--- config.mk ---
export PLATFORM = sky130hd
export DESIGN_NAME = vga_sync_gen
export DESIGN_NICKNAME = d
export VERILOG_FILES = /design/src/rtl/vga_timing_pkg.sv /design/src/rtl/vga_out_reg.sv /design/src/rtl/vga_sync_gen.sv
export SDC_FILE = /design/constraint.sdc
export NUM_CORES = 1
export LEC_CHECK = 0
export ABC_AREA = 1
export BUFFER_PORTS_ARGS = -buffer_cell sky130_fd_sc_hd__buf_2
export CAP_MARGIN = 10
export CELL_PAD_IN_SITES_DETAIL_PLACEMENT = 2
export CELL_PAD_IN_SITES_GLOBAL_PLACEMENT = 2
export CORE_MARGIN = 2
export CORE_UTILIZATION = 29
export DETAILED_ROUTE_END_ITERATION = 8
export PLACE_DENSITY = 0.83
export SLEW_MARGIN = 20
export SYNTH_ARGS = -nofsm -noshare
export SYNTH_HDL_FRONTEND = slang
export SYNTH_SLANG_ARGS = --single-unit
export TNS_END_PERCENT = 50
--- constraint.sdc ---
create_clock -name clk -period 2.01 [get_ports clk]
set_input_delay 0.402 -clock clk [delete_from_list [all_inputs] [get_ports clk]]
set_output_delay 0.402 -clock clk [all_outputs]
set_load 0.05 [all_outputs]
--- src/rtl/vga_timing_pkg.sv ---
// Raster timing constants and pixel types shared by vga_sync_gen and bg_* generators.
// Provides default 640x480 geometry, derived sync windows, RGB2 colour type, range helper.
package vga_timing_pkg;

    localparam int H_VISIBLE = 640;
    localparam int H_FRONT   = 16;
    localparam int H_SYNC    = 96;
    localparam int H_BACK    = 48;

    localparam int V_VISIBLE = 480;
    localparam int V_FRONT   = 10;
    localparam int V_SYNC    = 2;
    localparam int V_BACK    = 33;

    localparam int H_TOTAL = H_VISIBLE + H_FRONT + H_SYNC + H_BACK;
    localparam int V_TOTAL = V_VISIBLE + V_FRONT + V_SYNC + V_BACK;

    localparam int HS_START = H_VISIBLE + H_FRONT;
    localparam int HS_END   = HS_START + H_SYNC - 1;
    localparam int VS_START = V_VISIBLE + V_FRONT;
    localparam int VS_END   = VS_START + V_SYNC - 1;

    localparam int COORD_W = 10;

    typedef logic [COORD_W-1:0] coord_t;

    typedef struct packed {
        logic [1:0] r;
        logic [1:0] g;
        logic [1:0] b;
    } rgb2_t;

    // Inclusive unsigned window test on a raster coordinate.
    function automatic logic in_span(coord_t v, coord_t lo, coord_t hi);
        return (v >= lo) && (v <= hi);
    endfunction

endpackage

--- src/rtl/vga_out_reg.sv ---
// Pin-side output stage: blanks rgb outside the visible area and delays sync by one tick.
// Ports: clk, rst_n (sync, active-low), tick, active, rgb, hsync, vsync -> vga_rgb, vga_hsync, vga_vsync.
module vga_out_reg
    import vga_timing_pkg::*;
#(
    parameter bit SYNC_NEG = 1'b1
) (
    input  logic  clk,
    input  logic  rst_n,
    input  logic  tick,
    input  logic  active,
    input  rgb2_t rgb,
    input  logic  hsync,
    input  logic  vsync,
    output rgb2_t vga_rgb,
    output logic  vga_hsync,
    output logic  vga_vsync
);

    always_ff @(posedge clk) begin
        if (!rst_n) begin
            vga_rgb   <= '0;
            vga_hsync <= SYNC_NEG;
            vga_vsync <= SYNC_NEG;
        end else if (tick) begin
            vga_rgb   <= active ? rgb : '0;
            vga_hsync <= hsync;
            vga_vsync <= vsync;
        end
    end

endmodule

--- src/rtl/vga_sync_gen.sv ---
// Raster timing source: pixel divider, x/y counters, sync/active decode, strobes, frame count.
// Ports: clk, rst_n, timing_en, rgb_in -> pix_x, pix_y, video_active, hsync, vsync,
//        line_start, frame_start, frame_cnt, vga_rgb, vga_hsync, vga_vsync.
module vga_sync_gen #(
    parameter int H_VISIBLE = vga_timing_pkg::H_VISIBLE,
    parameter int H_FRONT   = vga_timing_pkg::H_FRONT,
    parameter int H_SYNC    = vga_timing_pkg::H_SYNC,
    parameter int H_BACK    = vga_timing_pkg::H_BACK,
    parameter int V_VISIBLE = vga_timing_pkg::V_VISIBLE,
    parameter int V_FRONT   = vga_timing_pkg::V_FRONT,
    parameter int V_SYNC    = vga_timing_pkg::V_SYNC,
    parameter int V_BACK    = vga_timing_pkg::V_BACK,
    parameter bit SYNC_NEG  = 1'b1,
    parameter int PIX_DIV   = 1
) (
    input  logic       clk,
    input  logic       rst_n,
    input  logic       timing_en,
    input  logic [5:0] rgb_in,
    output logic [9:0] pix_x,
    output logic [9:0] pix_y,
    output logic       video_active,
    output logic       hsync,
    output logic       vsync,
    output logic       line_start,
    output logic       frame_start,
    output logic [9:0] frame_cnt,
    output logic [5:0] vga_rgb,
    output logic       vga_hsync,
    output logic       vga_vsync
);

    import vga_timing_pkg::*;

    localparam coord_t H_LAST = coord_t'(H_VISIBLE + H_FRONT + H_SYNC + H_BACK - 1);
    localparam coord_t V_LAST = coord_t'(V_VISIBLE + V_FRONT + V_SYNC + V_BACK - 1);
    localparam coord_t H_VIS  = coord_t'(H_VISIBLE);
    localparam coord_t V_VIS  = coord_t'(V_VISIBLE);
    localparam coord_t HS_LO  = coord_t'(H_VISIBLE + H_FRONT);
    localparam coord_t HS_HI  = coord_t'(H_VISIBLE + H_FRONT + H_SYNC - 1);
    localparam coord_t VS_LO  = coord_t'(V_VISIBLE + V_FRONT);
    localparam coord_t VS_HI  = coord_t'(V_VISIBLE + V_FRONT + V_SYNC - 1);

    // Divider only ever needs one bit: PIX_DIV is 1 or 2.
    localparam logic DIV_LAST = (PIX_DIV > 1);

    logic       div_q;
    logic       tick;

    coord_t     x_q;
    coord_t     y_q;
    coord_t     x_d;
    coord_t     y_d;
    logic [9:0] fc_q;
    logic [9:0] fc_d;

    logic       act_q;
    logic       act_d;
    logic       hs_q;
    logic       hs_d;
    logic       vs_q;
    logic       vs_d;
    logic       ls_q;
    logic       fs_q;

    rgb2_t      rgb_pin;

    always_comb begin
        tick = timing_en && (div_q == DIV_LAST);
    end

    // Next raster position; holds whenever no tick is due.
    always_comb begin
        x_d  = x_q;
        y_d  = y_q;
        fc_d = fc_q;
        if (tick) begin
            if (x_q == H_LAST) begin
                x_d = '0;
                if (y_q == V_LAST) begin
                    y_d  = '0;
                    fc_d = fc_q + 10'd1;
                end else begin
                    y_d = y_q + 10'd1;
                end
            end else begin
                x_d = x_q + 10'd1;
            end
        end
    end

    // Decoding the next-state position lets the registered flags
    // switch in the same clock as the counters.
    always_comb begin
        act_d = (x_d < H_VIS) && (y_d < V_VIS);
        hs_d  = in_span(x_d, HS_LO, HS_HI) ^ SYNC_NEG;
        vs_d  = in_span(y_d, VS_LO, VS_HI) ^ SYNC_NEG;
    end

    always_ff @(posedge clk) begin
        if (!rst_n) begin
            div_q <= 1'b0;
            x_q   <= '0;
            y_q   <= '0;
            fc_q  <= '0;
            act_q <= 1'b1;
            hs_q  <= SYNC_NEG;
            vs_q  <= SYNC_NEG;
            ls_q  <= 1'b0;
            fs_q  <= 1'b0;
        end else begin
            if (timing_en) begin
                div_q <= tick ? 1'b0 : div_q + 1'b1;
            end
            x_q   <= x_d;
            y_q   <= y_d;
            fc_q  <= fc_d;
            act_q <= act_d;
            hs_q  <= hs_d;
            vs_q  <= vs_d;
            ls_q  <= tick && (x_d == '0);
            fs_q  <= tick && (x_d == '0) && (y_d == '0);
        end
    end

    vga_out_reg #(
        .SYNC_NEG (SYNC_NEG)
    ) u_out (
        .clk       (clk),
        .rst_n     (rst_n),
        .tick      (tick),
        .active    (act_q),
        .rgb       (rgb2_t'(rgb_in)),
        .hsync     (hs_q),
        .vsync     (vs_q),
        .vga_rgb   (rgb_pin),
        .vga_hsync (vga_hsync),
        .vga_vsync (vga_vsync)
    );

    assign pix_x        = x_q;
    assign pix_y        = y_q;
    assign frame_cnt    = fc_q;
    assign video_active = act_q;
    assign hsync        = hs_q;
    assign vsync        = vs_q;
    assign line_start   = ls_q;
    assign frame_start  = fs_q;
    assign vga_rgb      = rgb_pin;

endmodule

== Word level (Yosys, flattened, before mapping) ==
Index checks and enable logic that the tools add are counted.

* Register bits: 44
* Input bits: 9

* Add/sub/neg operators: 4
* Order comparisons: 6
* Equal/unequal tests: 2
* Multiplexer cells: 7
* Bitwise gates (word level): 3
* Reductions and logical operators: 9

{| class="wikitable"
|+ Operators by type and width
! kind !! count
|-
| $mux W10 || 5
|-
| $add A10 B1 Y10 const B || 3
|-
| $eq A10 B10 Y1 const B || 2
|-
| $logic_not A10 Y1 || 2
|-
| $ge A10 B10 Y1 const B || 1
|-
| $ge A10 B9 Y1 const B || 1
|-
| $le A10 B10 Y1 const B || 1
|-
| $le A10 B9 Y1 const B || 1
|-
| $lt A10 B10 Y1 const B || 1
|-
| $lt A10 B9 Y1 const B || 1
|-
| $logic_and A1 B1 Y1 || 6
|-
| $mux W6 || 1
|-
| $not A1 Y1 || 3
|-
| $reduce_and A3 Y1 || 1
|-
| $add A1 B1 Y1 const B || 1
|-
| $mux W1 || 1
|}

== Longest topological paths before layout ==
* Depth after elaboration: 7
* Mapped depth: 12

== Hierarchy ==
Synthesis repeated with hierarchy kept, for this count alone.

* Cell total of the unflattened synthesis: 338
* Area total of the unflattened synthesis: 2272.2 um^2

{| class="wikitable"
|+ Modules (own cells, without submodules)
! module !! times used !! cells each !! area an instance (um^2) !! sequential area each (um^2)
|-
| vga_sync_gen || 1 || 303 || 1985.7 || 720.7
|-
| vga_out_reg || 1 || 35 || 286.5 || 160.2
|}

== Worst setup path before layout ==
No wires, ideal clock.

* Path kind: register to register
* From: register x_q[0] (netlist: pix_x[0])
* To: register vs_q (netlist: vsync)
* Setup time: 0.135 ns
* Arrival: 1.948 ns
* Required time: 1.875 ns
* Path slack: -0.073 ns
* Cell stages (with the launch flop): 13
* Path buffers: 0
* Path through: dfxtp_1 > ha_1 > nand2_2 > nor2_8 > nand2_4 > nor3_4 > nand2_1 > nand2_1 > nand2_2 > nor2_2 > inv_1 > nor2_1 > nand4_1

* Longest elaborated chain between the ends: 6

{| class="wikitable"
|+ Ends and longest elaborated chain
! item !! line !! RTL
|-
| start, declared || vga_sync_gen.sv:50 || <nowiki>coord_t x_q;</nowiki>
|-
| start signal, assigned || vga_sync_gen.sv:103 || <nowiki>x_q <= '0;</nowiki>
|-
| start signal, assigned || vga_sync_gen.sv:115 || <nowiki>x_q <= x_d;</nowiki>
|-
| $eq A10 B10 Y1 (*) || vga_sync_gen.sv:78 || <nowiki>if (x_q == H_LAST) begin</nowiki>
|-
| $mux W10 (*) || vga_sync_gen.sv:78 ||
|-
| $mux W10 (*) || vga_sync_gen.sv:77 || <nowiki>if (tick) begin</nowiki>
|-
| $ge A10 B9 Y1 / $le A10 B9 Y1 (equally long branches) || vga_timing_pkg.sv:35 || <nowiki>return (v >= lo) && (v <= hi);</nowiki>
|-
| $logic_and A1 B1 Y1 (*) || vga_timing_pkg.sv:35 ||
|-
| $not A1 Y1 (no source line) (*) || -- ||
|-
| end signal, assigned || vga_sync_gen.sv:120 || <nowiki>vs_q <= vs_d;</nowiki>
|-
| end, declared || vga_sync_gen.sv:61 || <nowiki>logic vs_q;</nowiki>
|}

Every way passes the cells marked *; elsewhere a longest branch is shown, timed or not.
A chain may end at the register's enable or synchronous reset.

== Final worst setup path ==
* From: register y_q[0] (netlist: pix_y[0])
* To: register fs_q (netlist: frame_start)

* Longest elaborated chain between the ends: 6

{| class="wikitable"
|+ Ends and longest elaborated chain
! item !! line !! RTL
|-
| start, declared || vga_sync_gen.sv:51 || <nowiki>coord_t y_q;</nowiki>
|-
| start signal, assigned || vga_sync_gen.sv:116 || <nowiki>y_q <= y_d;</nowiki>
|-
| $add A10 B1 Y10 / $eq A10 B10 Y1 (equally long branches) || vga_sync_gen.sv:84, vga_sync_gen.sv:80 ||
|-
| $mux W10 || vga_sync_gen.sv:80 || <nowiki>if (y_q == V_LAST) begin</nowiki>
|-
| $mux W10 || vga_sync_gen.sv:78 ||
|-
| $mux W10 (*) || vga_sync_gen.sv:77 ||
|-
| $logic_not A10 Y1 (*) || vga_sync_gen.sv:122 || <nowiki>fs_q <= tick && (x_d == '0) && (y_d == '0);</nowiki>
|-
| $logic_and A1 B1 Y1 (*) || vga_sync_gen.sv:122 ||
|-
| end signal, assigned || vga_sync_gen.sv:122 ||
|-
| end, declared || vga_sync_gen.sv:64 || <nowiki>logic fs_q;</nowiki>
|}

Marked as above.

==> key figures <==
Outcome
  – Outcome: completed

Drt
  – Routed Wire Length: 8.09 mm
  – DRC violations left: 0
  – Routed Antenna Nets: 0
  – Avg Vias per Cell: 4.91
  – First-pass DRT Iterations: 4
  – DR WL/cell: 16.1 um
  – Via count: 2472
  – Initial drt markers: 101

Layout
  – Fill cells: 928
  – Total Nets Final: 413
  – Diode count: 0
  – Ratio of cells with drive above 1 in the final layout: 0.284
  – Area grow syn2layout: 28.5%
  – Final Util: 0.383

Yosys
  – Ys async rst share: 0
  – Syn_area_per_cell: 6.90 um2
  – Synth warn: 0
  – Synthesized flop and latch total: 44
  – Top post-synthesis cells by area: dfxtp_1, nand2_1, nor2_1
  – Net Count, Synth: 347
  – Area leader, netlist: dfxtp_1
  – Main synth FF type: dfxtp_1
  – Cell count after synthesis: 334
  – Area share of the largest cell type after synthesis: 0.382
  – Sequential share of the synthesized area: 0.382
  – Count leader, synth: nand2_1
  – Synthesized cell area: 2300 um2
  – Netlist cell types: 34
  – Post-synth EDFFs: 0
  – Commonest cells post-synth: nand2_1, nor2_1, dfxtp_1

Setup path
  – Slowest-stage cell, CP: dfxtp_2
  – Startpoint Class: flip-flop
  – CP bufs+invs: 3
  – CP endpoint kind: flip-flop
  – CP Class: flip-flop to flip-flop
  – Crit path DAT: 2150 ps
  – Critical path's top delay family: simple AND/OR/NAND/NOR gates
  – Worst path max stage delay: 340 ps
  – CP Cell Sequence: inv_2 -> ha_2 -> nand2_1 -> nor2_2 -> nand3b_4 -> buf_4 -> o21ai_0 -> nand2_1 -> nand2_1 -> inv_1 -> nor2_1 -> nand3_1 -> nor2_1
  – Most common cell on crit path: nand2_1
  – Worst Path Required: 2250 ps
  – Worst-path maximum fanout: 6

Timing
  – Least-Margin Pin Slew: 345 ps
  – Final min period: 1910 ps
  – Tcrit/Tclk final: 0.952
  – Final hold slack: 277 ps
  – Number of pins with negative max-slew slack in the final report: 0
  – FMAX: 522 MHz
  – Final setup fails: 0
  – Rel. slew slack: 0.770
  – Final Hold Viols: 0
  – Skew final: 7.29 ps

Floorplan
  – Die Y: 93.1 um
  – CORE AREA: 7730 um2
  – DIE WIDTH: 93.1 um
  – I/O Pins: 52
  – Std cell rows: 32
  – Initial Util: 0.298
  – Die area: 8670 um2

Clocking
  – CTS H-Tree Depth: 2
  – Clk sinks: 44
  – CTS Buf Count: 5
  – CTS root buf: clkbuf_8
  – Clk pin slew, worst setup/hold paths: 90 ps
  – CTS Buffer Depth: 2
  – Worst skew pair latency: 300 ps
  – CTS tree: yes

Pwr
  – VDD IR max: 258 uV
  – Tot Pwr: 1.64 mW
  – Sw frac: 0.268
  – Comb pwr share: 0.092
  – Internal: 1.20 mW
  – Leakage: 1.51 nW
  – NetSw: 0.440 mW
  – Cell area power density: 554 nW/um2
  – Seq pwr share: 0.547
  – Clock power share: 0.361

Global routing
  – Initial antenna violation count: 0
  – Vias in the first global route: 2590
  – Total grt overflow: 0
  – Largest net degree at the start of global routing: 16
  – Global Route Usage Sum: 0.187
  – First-pass GRT wire length: 12.8 mm

Hold path
  – HP Class: input port to flip-flop

Placed design
  – DP Wirelength: 6.09 mm
  – GP Congestion: 0.796
  – PortBufs: 51

Job
  – Max-cap violations: 0
## final timing paths
check	start	slack (ps)	end	cells past startpoint
max	pix_y[0]	100	frame_start	13
min	timing_en	280	div_q	2
min reg2reg	div_q	470	div_q	2
max reg2reg	pix_y[0]	100	frame_start	13
## power groups by stage
stage | Combinational [mW] | Clock (mW) | Sequential [mW]
after floorplan | 0.0441 | 0 | 0.966
after global placement | 0.145 | 0 | 0.915
after detailed placement | 0.147 | 0 | 0.916
after CTS | 0.148 | 0.610 | 0.896
after global routing | 0.164 | 0.641 | 0.899
final | 0.151 | 0.592 | 0.896
## worst reg2reg max path, delay by kind of cell, from the launching register on
kind	cells	cell delay, ps
simple gates	8	870
fa+ha+maj	1	220
buf+inv	3	340
flops	1	340
compound gates	1	90
## kinds of logic (layout without fill, tap and decap cells)
logic type               count (synthesis)  after routing  share of synthesized area
AO/OA/AOI/OAI                           22             22                     0.0554
flip-flops                              44             44                      0.382
AND/OR/NAND/NOR                        215            215                      0.451
buffers and inverters                   45            112                     0.0744
XOR/XNOR                                 4              4                     0.0152
adder cells (fa/ha/maj)                  4              4                     0.0217
## metal layers
layer,vias up,share of wire,GRT usage
met2,44,0.51,0.332
met3,9,0.036,0.0290
met4,0,0.010,0.0380
li1,1203,-,-
met5,-,0,0
met1,1216,0.45,0.239
## state kept, by name (all words and copies together) (netlist names), 6 cells and up
signal         cells
pix_x             10
frame_cnt         10
pix_y             10
u_out.vga_rgb      6
## final cells by class
cell class,instances,area (um2),share of cell area
Tap cell,102,128,0.0431
Sequential cell,44,890,0.301
Clock buffer,6,82.6,0.0279
Multi-Input combinational cell,245,1340,0.452
Inverter,40,150,0.0507
Timing Repair Buffer,64,360,0.122
Clock inverter,2,10.0,0.00338
## through the flow
stage,worst slack [ps],instance area [um2],setup TNS [ps],std cells
CTS,2.91,2840,0,500
detailed placement,14.3,2730,0,490
finish,95.6,2960,0,503
global placement,85.0,2730,0,490
global route,-50.5,2960,-88.2,503
floorplan,89.1,2310,0,334
## placed cells by master, fill, tap and decap left out, types with 2 or more instances in the layout
| cell type | count |
|---|---|
| ha_1 | 2 |
| o21a_1 | 3 |
| nand2_2 | 4 |
| buf_2 | 51 |
| nor2_2 | 7 |
| inv_2 | 3 |
| nor3_4 | 3 |
| nand3_2 | 3 |
| dfxtp_1 | 39 |
| a31oi_1 | 3 |
| nor2_1 | 49 |
| nand2_4 | 3 |
| clkinv_2 | 2 |
| nor2_4 | 4 |
| nand3_4 | 2 |
| dfxtp_2 | 4 |
| nand4_1 | 12 |
| nor3_1 | 4 |
| or2_2 | 2 |
| inv_1 | 37 |
| o21ai_0 | 6 |
| clkbuf_8 | 6 |
| nand3_1 | 32 |
| buf_6 | 2 |
| xnor2_1 | 3 |
| nand2_1 | 84 |
| a21oi_1 | 7 |
| buf_4 | 11 |
## what timing repair did
item,in CTS,in global routing
hold buffers,0,0
gates cloned,0,0
pin swaps,1,11
setup buffers,2,3
endpoints found under the setup margin,2,12
gates resized for setup,1,26
(Power assumes the default switching activity.)
